===== config.mk =====
export PLATFORM = sky130hd
export DESIGN_NAME = lab_two_sweep_ctrl
export DESIGN_NICKNAME = d
export VERILOG_FILES = /design/src/rtl/lab_two_sweep_ctrl.sv
export SDC_FILE = /design/constraint.sdc
export NUM_CORES = 1
export LEC_CHECK = 0
export BUFFER_PORTS_ARGS = -buffer_cell sky130_fd_sc_hd__buf_2
export CORE_ASPECT_RATIO = 1.25
export CORE_MARGIN = 2
export CORE_UTILIZATION = 36
export DETAILED_ROUTE_END_ITERATION = 8
export GPL_ROUTABILITY_DRIVEN = 1
export GPL_TIMING_DRIVEN = 0
export MAX_ROUTING_LAYER = met4
export PLACE_DENSITY = 0.66
export SYNTH_ARGS = -nofsm -noshare
export SYNTH_HDL_FRONTEND = slang
export SYNTH_SLANG_ARGS = --single-unit

===== constraint.sdc =====
create_clock -name clk -period 2.15 [get_ports clk]
set_input_delay 0.3225 -clock clk [delete_from_list [all_inputs] [get_ports clk]]
set_output_delay 0.3225 -clock clk [all_outputs]
set_load 0.005 [all_outputs]

===== src/rtl/lab_two_sweep_ctrl.sv =====
// ---------------------------------------------------------------------------
// lab_two_sweep_ctrl
//
// Purpose:
//   Drives a 4-input logic-under-test with ABCD vectors, holds each vector
//   for DWELL clocks and samples the KLMN response at dwell index SETTLE.
//   Each sample is compared with a 4-bit expected nibble taken from
//   exp_table. Mismatching vectors are counted and flagged in a mask.
//   Two run types are supported:
//     - mode=0: full sweep of vectors 0..15.
//     - mode=1: one vector taken from vec_in.
//
// Ports:
//   clk, rst_n      rising-edge clock, asynchronous active-low reset
//   start           run request, honoured only in IDLE (and only when abort=0)
//   abort           ends a run in APPLY on the next edge, without done
//   mode            0 = full sweep, 1 = single vector (latched on start)
//   vec_in[3:0]     single-mode vector (latched on start)
//   exp_table[63:0] expected KLMN, vector v uses bits [4v+3:4v]
//   klmn_in[3:0]    response of the logic under test {K,L,M,N}
//   abcd_out[3:0]   stimulus to the logic under test {A,B,C,D}
//   busy            high while in APPLY
//   done            one-cycle pulse on normal completion
//   cap_valid       one-cycle pulse qualifying cap_vec / cap_data
//   cap_vec[3:0]    vector applied when the sample was taken
//   cap_data[3:0]   sampled klmn_in
//   err_count[4:0]  mismatching vectors in the current or last run
//   fail_mask[15:0] bit v set when vector v mismatched
//   dbg_state_o     current FSM state (IDLE=0, APPLY=1, DONE=2)
//
// Handshake: start and abort are level requests sampled on every rising
// clk edge. cap_valid and done are single-cycle qualifiers with no
// back-pressure. The consumer must take cap_vec/cap_data in the cycle in
// which cap_valid is high.
// ---------------------------------------------------------------------------
module lab_two_sweep_ctrl #(
    parameter int DWELL  = 10,
    parameter int SETTLE = 2
) (
    input  logic        clk,
    input  logic        rst_n,
    input  logic        start,
    input  logic        abort,
    input  logic        mode,
    input  logic [3:0]  vec_in,
    input  logic [63:0] exp_table,
    input  logic [3:0]  klmn_in,
    output logic [3:0]  abcd_out,
    output logic        busy,
    output logic        done,
    output logic        cap_valid,
    output logic [3:0]  cap_vec,
    output logic [3:0]  cap_data,
    output logic [4:0]  err_count,
    output logic [15:0] fail_mask,
    output logic [1:0]  dbg_state_o
);

    // Dwell counter width. It covers 0..DWELL-1.
    localparam int CW = (DWELL > 1) ? $clog2(DWELL) : 1;
    localparam logic [CW-1:0] SETTLE_C = CW'(SETTLE);
    localparam logic [CW-1:0] LAST_C   = CW'(DWELL - 1);

    typedef enum logic [1:0] {
        IDLE  = 2'd0,
        APPLY = 2'd1,
        DONE  = 2'd2
    } state_t;

    state_t         state_q, state_d;
    logic [3:0]     vec_q, vec_d;
    logic [CW-1:0]  dcnt_q, dcnt_d;
    logic           mode_q, mode_d;

    logic [3:0]     abcd_q, abcd_d;
    logic           busy_q, busy_d;
    logic           done_q, done_d;
    logic           cap_valid_q, cap_valid_d;
    logic [3:0]     cap_vec_q, cap_vec_d;
    logic [3:0]     cap_data_q, cap_data_d;
    logic [4:0]     err_q, err_d;
    logic [15:0]    fail_q, fail_d;

    // Expected nibble for the vector currently applied.
    logic [3:0]     exp_nib;
    logic           sample_now;
    logic           last_dwell;
    logic           run_over;

    assign exp_nib    = exp_table[{vec_q, 2'b00} +: 4];
    assign sample_now = (dcnt_q == SETTLE_C);
    assign last_dwell = (dcnt_q == LAST_C);
    // A single-vector run ends after one dwell. A sweep ends after vector 15,
    // so the vector register never wraps.
    assign run_over   = mode_q || (vec_q == 4'd15);

    // -----------------------------------------------------------------------
    // Next-state and next-output logic
    // -----------------------------------------------------------------------
    always_comb begin
        state_d     = state_q;
        vec_d       = vec_q;
        dcnt_d      = dcnt_q;
        mode_d      = mode_q;
        cap_valid_d = 1'b0;
        cap_vec_d   = cap_vec_q;
        cap_data_d  = cap_data_q;
        err_d       = err_q;
        fail_d      = fail_q;

        unique case (state_q)
            IDLE: begin
                // start together with abort is deliberately not a request.
                if (start && !abort) begin
                    state_d = APPLY;
                    mode_d  = mode;
                    vec_d   = mode ? vec_in : 4'd0;
                    dcnt_d  = '0;
                    err_d   = 5'd0;
                    fail_d  = 16'h0000;
                end
            end

            APPLY: begin
                if (abort) begin
                    // abort beats a coincident sample. Results of the
                    // partial run stay visible.
                    state_d = IDLE;
                    vec_d   = 4'd0;
                    dcnt_d  = '0;
                end else begin
                    if (sample_now) begin
                        cap_valid_d = 1'b1;
                        cap_vec_d   = vec_q;
                        cap_data_d  = klmn_in;
                        if (klmn_in != exp_nib) begin
                            // At most 16 vectors per run, so the 5-bit
                            // count cannot overflow.
                            err_d  = err_q + 5'd1;
                            fail_d = fail_q | (16'h0001 << vec_q);
                        end
                    end

                    if (last_dwell) begin
                        dcnt_d = '0;
                        if (run_over) begin
                            state_d = DONE;
                            vec_d   = 4'd0;
                        end else begin
                            vec_d = vec_q + 4'd1;
                        end
                    end else begin
                        dcnt_d = dcnt_q + CW'(1);
                    end
                end
            end

            DONE: begin
                // This state lasts one cycle. start is not looked at here.
                state_d = IDLE;
            end

            default: begin
                state_d = IDLE;
                vec_d   = 4'd0;
                dcnt_d  = '0;
            end
        endcase

        // Outputs are derived from the next state, so the registered copies
        // line up with the state they describe.
        busy_d = (state_d == APPLY);
        done_d = (state_d == DONE);
        abcd_d = (state_d == APPLY) ? vec_d : 4'd0;
    end

    // -----------------------------------------------------------------------
    // State and output registers
    // -----------------------------------------------------------------------
    always_ff @(posedge clk or negedge rst_n) begin
        if (!rst_n) begin
            state_q     <= IDLE;
            vec_q       <= 4'd0;
            dcnt_q      <= '0;
            mode_q      <= 1'b0;
            abcd_q      <= 4'd0;
            busy_q      <= 1'b0;
            done_q      <= 1'b0;
            cap_valid_q <= 1'b0;
            cap_vec_q   <= 4'd0;
            cap_data_q  <= 4'd0;
            err_q       <= 5'd0;
            fail_q      <= 16'h0000;
        end else begin
            state_q     <= state_d;
            vec_q       <= vec_d;
            dcnt_q      <= dcnt_d;
            mode_q      <= mode_d;
            abcd_q      <= abcd_d;
            busy_q      <= busy_d;
            done_q      <= done_d;
            cap_valid_q <= cap_valid_d;
            cap_vec_q   <= cap_vec_d;
            cap_data_q  <= cap_data_d;
            err_q       <= err_d;
            fail_q      <= fail_d;
        end
    end

    assign abcd_out    = abcd_q;
    assign busy        = busy_q;
    assign done        = done_q;
    assign cap_valid   = cap_valid_q;
    assign cap_vec     = cap_vec_q;
    assign cap_data    = cap_data_q;
    assign err_count   = err_q;
    assign fail_mask   = fail_q;
    assign dbg_state_o = state_q;

    // Structural invariants of the controller.
    a_err_bound: assert property (@(posedge clk) disable iff (!rst_n)
        err_q <= 5'd16);
    a_busy_state: assert property (@(posedge clk) disable iff (!rst_n)
        busy_q == (state_q == APPLY));
    a_done_state: assert property (@(posedge clk) disable iff (!rst_n)
        done_q == (state_q == DONE));

endmodule


### Word-level counts from Yosys, hierarchy flattened

Index checks and enable logic that the tools add are counted.

| word-level totals | value |
|---|---|
| flip-flop bits (word level) | 47 |
| input bits | 77 |
| word-level logic and storage cells | 70 |

| operators by class | value |
|---|---|
| reductions and logical operators | 9 |
| bitwise logic cells | 3 |
| equal/unequal tests | 12 |
| add/sub/neg operators | 3 |
| mux-type cells | 29 |
| shifts and indexed selects | 2 |

Operators with widths:

| kind | count |
|---|---|
| 16-bit two-way mux | 4 |
| 64-bit by 7-bit indexed part select with 4-bit output | 1 |
| 4-bit two-way mux | 9 |
| 16-bit case mux with 2 select lines | 1 |
| 4-bit case mux with 3 select lines | 2 |
| 5-bit two-way mux | 4 |
| 16-bit bitwise OR | 1 |
| 1-bit by 4-bit << shifter with 16-bit output, first input constant | 1 |
| 5-bit case mux with 2 select lines | 1 |
| 4-bit by 1-bit adder with 4-bit output, second input constant | 2 |
| 4-bit == test, second input constant | 2 |
| 2-bit two-way mux | 4 |
| 2-bit inequality test, second input constant | 4 |
| 5-bit by 1-bit adder with 5-bit output, second input constant | 1 |
| 5-bit AND reduction | 1 |
| 2-bit by 1-bit == test with 1-bit output, second input constant | 2 |
| 2-bit == test, second input constant | 2 |
| 4-bit by 2-bit == test with 1-bit output, second input constant | 1 |
| 4-bit inequality test | 1 |
| 2-bit case mux with 2 select lines | 1 |
| 2-bit AND reduction | 2 |
| 1-bit two-way mux | 3 |
| 3-bit AND reduction | 1 |
| 2-bit logical NOT | 1 |
| 5 further kinds | 6 |

### Longest topological paths before layout

| logic depth | value |
|---|---|
| depth after elaboration | 8 |
| mapped depth | 10 |
| mapped depth without buffers | 7 |

### Worst setup path after synthesis

OpenSTA, ideal clock, no wires.

| timing | value |
|---|---|
| path type | reg-to-reg |
| start point | register vec_q[0] |
| end point | register fail_q[8], in the netlist fail_mask[8] |
| data required time | 2.021 ns |
| stages on the path, launching flop included | 10 |
| setup time | 0.129 ns |
| arrival time | 2.143 ns |
| slack | -0.122 ns |
| clock period less this slack | 2.272 ns |
| cell sequence | dfrtp_1 > buf_6 > mux4_2 > o22a_1 > o221ai_1 > xor2_1 > nand4_4 > buf_6 > a41oi_1 > nor2_1 |

| between the ends | value |
|---|---|
| longest elaborated chain between the ends | 6 |
| elaborated cells on any way between the ends | 10 |
| those cells by class | eq/ne: 2; shift: 2; mux: 4; bitwise: 1; reduce/logical: 1 |

Ends and longest elaborated chain:

| item | line | RTL |
|---|---|---|
| start: declaration | 71 | `logic [3:0] vec_q, vec_d;` |
| start signal: assignment | 196 | `vec_q <= vec_d;` |
| parallel branches: the longest is 6 deep, another holds 64-bit by 7-bit indexed part select with 4-bit output | -- |  |
| end signal: assignment | 206 | `fail_q <= fail_d;` |
| end: declaration | 82 | `logic [15:0] fail_q, fail_d;` |

Several ways; the timed one is not identified. The select of a mux whose other input is x is not followed.
A chain may end at the register's enable or synchronous reset.

### Final worst setup path

| timing | value |
|---|---|
| start point | register vec_q[0] |
| end point | register err_q[1], in the netlist err_count[1] |

| between the ends | value |
|---|---|
| longest elaborated chain between the ends | 4 |

Ends and longest elaborated chain:

| item | line | RTL |
|---|---|---|
| 64-bit by 7-bit indexed part select with 4-bit output | 90 | `assign exp_nib = exp_table[{vec_q, 2'b00} +: 4];` |
| 4-bit inequality test | 136 | `if (klmn_in != exp_nib) begin` |
| 2-bit inequality test (no source line) | -- |  |
| 5-bit AND reduction (no source line) | -- |  |
| end signal: assignment | 205 | `err_q <= err_d;` |
| end: declaration | 81 | `logic [4:0] err_q, err_d;` |

No other way between the ends.

==> results.toml <==
[placement]
pre_cts_ws_ns = -0.5076
gp_congestion = 0.8270
hpwl_mm = 6.050
placed_cells = 445
portBuffers = 114

[yosys]
yosysWarningCount = 0
synth_edf_count = 0
netlist_area_mm2 = 0.002704
yosysSeqAreaShare_pct = 43.50
synthFlopType = "dfrtp_1"
syn-num-nets = 323
synth_cells = 239
ys_ff_latch = 47
ys_types = 47
syn_area_per_cell_um2 = 11.31
synth-async-reset-ratio_pct = 100.0

[power]
ir_drop_mv = 0.3286
p_leak_nw = 1.848
p_per_area_mw_per_mm2 = 622.0

[status]
violations = "setup timing"
status = "complete, but fails checks"

[worst_setup_path]
crit_fanout = 6
crit_required_ns = 2.37
cp_data_arrival_time_ns = 2.63
worstSetupPathType = "reg2reg"
critPathLaunchType = "flop"
end_kind = "flop"

[cts]
clockRootBuffer = "clkbuf_8"
clockBufferDepth = 2
cts_inserted_buffers = 5
hold_buffers = 0
htreeDepth = 2
cts_tree = "built"
clk_latency_ns = 0.30
clk_pin_slew_ns = 0.08
cts.sinks = 47

[detailed_routing]
vias = 2477
vias_per_cell = 5.304
drtIter0Drc = 89
ant_nets = 0
routed_wl_mm = 8.256
first_pass_iters = 6
wl_per_cell_um = 17.68
drc = 0

[global_route]
grt_start_max_net_pins = 48
grt_pass1_vias = 2470
antenna_found_initial = 0
track_usage_pct = 20.89
grt_pass1_wl_mm = 12.60
overflow = 0

[timing]
finalClockSkew_ns = 0.005014
maxSlewHeadroom_pct = 29.54
final_max_slew_viol_count = 0
setup_viol = 21
setup_tns_ns = -4.396
hold_viol_final = 0
whs_ns = 0.1988
fin_ws_ns = -0.2591
min_period_ns = 2.409
fin_crit_sh_pct = 112.0
rsz0062_at_grt = "true"
tightest_slew_ns = 1.057
max_freq_mhz = 415.1

[cells_and_area]
antenna_cells = 0
area_growth_pct = 40.12
mostFrequentLayoutCells = "buf_2, dfrtp_1, nand2_1, nor2_1, buf_4"
fin_cells = 467
final_common_cell = "buf_2"
fin_nets = 458
fillers = 674
drive_above_1_share_pct = 52.00

[flow_run]
maxCapViolations = 0

[floorplanning]
rows = 35
die-height_um = 100.9
ios = 115
core_area_mm2 = 0.007313
start_util_pct = 36.97
die-area_mm2 = 0.008224
dieWidth_um = 81.52

[min_path]
holdCritPathClass = "in2async"
critical path: stages (launching register included):
cell and delay, ns:
dfrtp_2 0.42, buf_6 0.15, mux4_1 0.61, o221ai_2 0.24, xor2_2 0.24, nand4_4 0.22, buf_4 0.21, nand2_4 0.07
mux2i_1 0.18
power by group:
part           leakage (nW)  total, mW  switching [mW]  internal [mW]
Sequential            0.642       1.02          0.0558          0.963
Combinational          1.15      0.760           0.379          0.381
Clock                0.0515      0.578           0.284          0.294
Total                  1.85       2.36           0.719           1.64
timing repair:
action,4_1_cts,5_1_grt
endpoints found under the setup margin,29,22
pin swaps,15,15
buffers inserted,9,2
cloned,3,0
resized for setup,21,10
synthesized netlist by cell type (7+ instances only):
master   count  area [um2]
and2_1       7       43.79
a41oi_1      9       78.83
mux2_2       8       90.09
nand2_1     21       78.83
o21ai_0     14       70.07
mux4_2      10       225.2
mux2i_1     12       120.1
nand3_1      8       40.04
dfrtp_1     47        1176
nor2_1      20       75.07
inv_1        7       26.28
ha_1         7       87.58
cell families (layout without fill, tap and decap cells):
kind of cell,count (synthesis),in the layout,synth area share [%]
xor+xnor,6,6,2.222
simple gates,77,78,14.76
mux,32,32,18.05
compound gates,49,49,13.79
flops,47,47,43.50
buf+inv,21,156,4.443
fa+ha+maj,7,7,3.239
routing by layer:
layer	up-vias	share of wire, %	global-route usage, %
met5	-	0	-
met4	0	0.94	3.911
met3	8	7.9	3.495
met2	110	51	36.57
met1	1200	41	25.26
li1	1159	-	-
per-stage QoR:
stage               utilization [%]  power (mW)  area (um2)
floorplan                         -       1.401        2748
global placement              46.95       1.635        3433
detailed placement            46.95       1.649        3433
CTS                           51.21       2.356        3745
global route                  51.81       2.488        3789
finish                        51.81       2.357        3789
final timing paths:
check / start / to / slack [ns] / depth (start not counted)
worst max register to register: vec_q[0]$_DFF_PN0_ / err_count[1]$_DFFE_PN0P_ / -0.26 / 8
worst max-delay path: vec_q[0]$_DFF_PN0_ / err_count[1]$_DFFE_PN0P_ / -0.26 / 8
worst min register to register: fail_mask[13]$_DFFE_PN0P_ / fail_mask[13]$_DFFE_PN0P_ / 0.48 / 2
max in group asynchronous: rst_n / vec_q[0]$_DFF_PN0_ / 1.22 / 1
min in group clk: vec_in[1] / vec_q[1]$_DFF_PN0_ / 0.28 / 3
worst min-delay path: rst_n / dcnt_q[0]$_DFFE_PN0P_ / 0.20 / 1
registers in the layout, indices dropped and copies added, names as in the netlist:
| register | count |
|---|---|
| fail_mask | 16 |
| cap_valid | 1 |
| done | 1 |
| dcnt_q | 4 |
| dbg_state_o | 2 |
| err_count | 5 |
| busy | 1 |
| cap_vec | 4 |
| abcd_out | 4 |
| vec_q | 4 |
| cap_data | 4 |
| mode_q | 1 |
area by class of cell:
cell class	count	area, um2	area share (%)
buffer	14	105.1	2.774
sequential	47	1177	31.08
tap	92	115.1	3.038
clock buffer	8	100.1	2.642
timing repair buffer	127	693.2	18.30
multi-input combinational	172	1572	41.48
inverter	7	26.28	0.6935
Note: power is estimated with default switching activity, not from simulation.
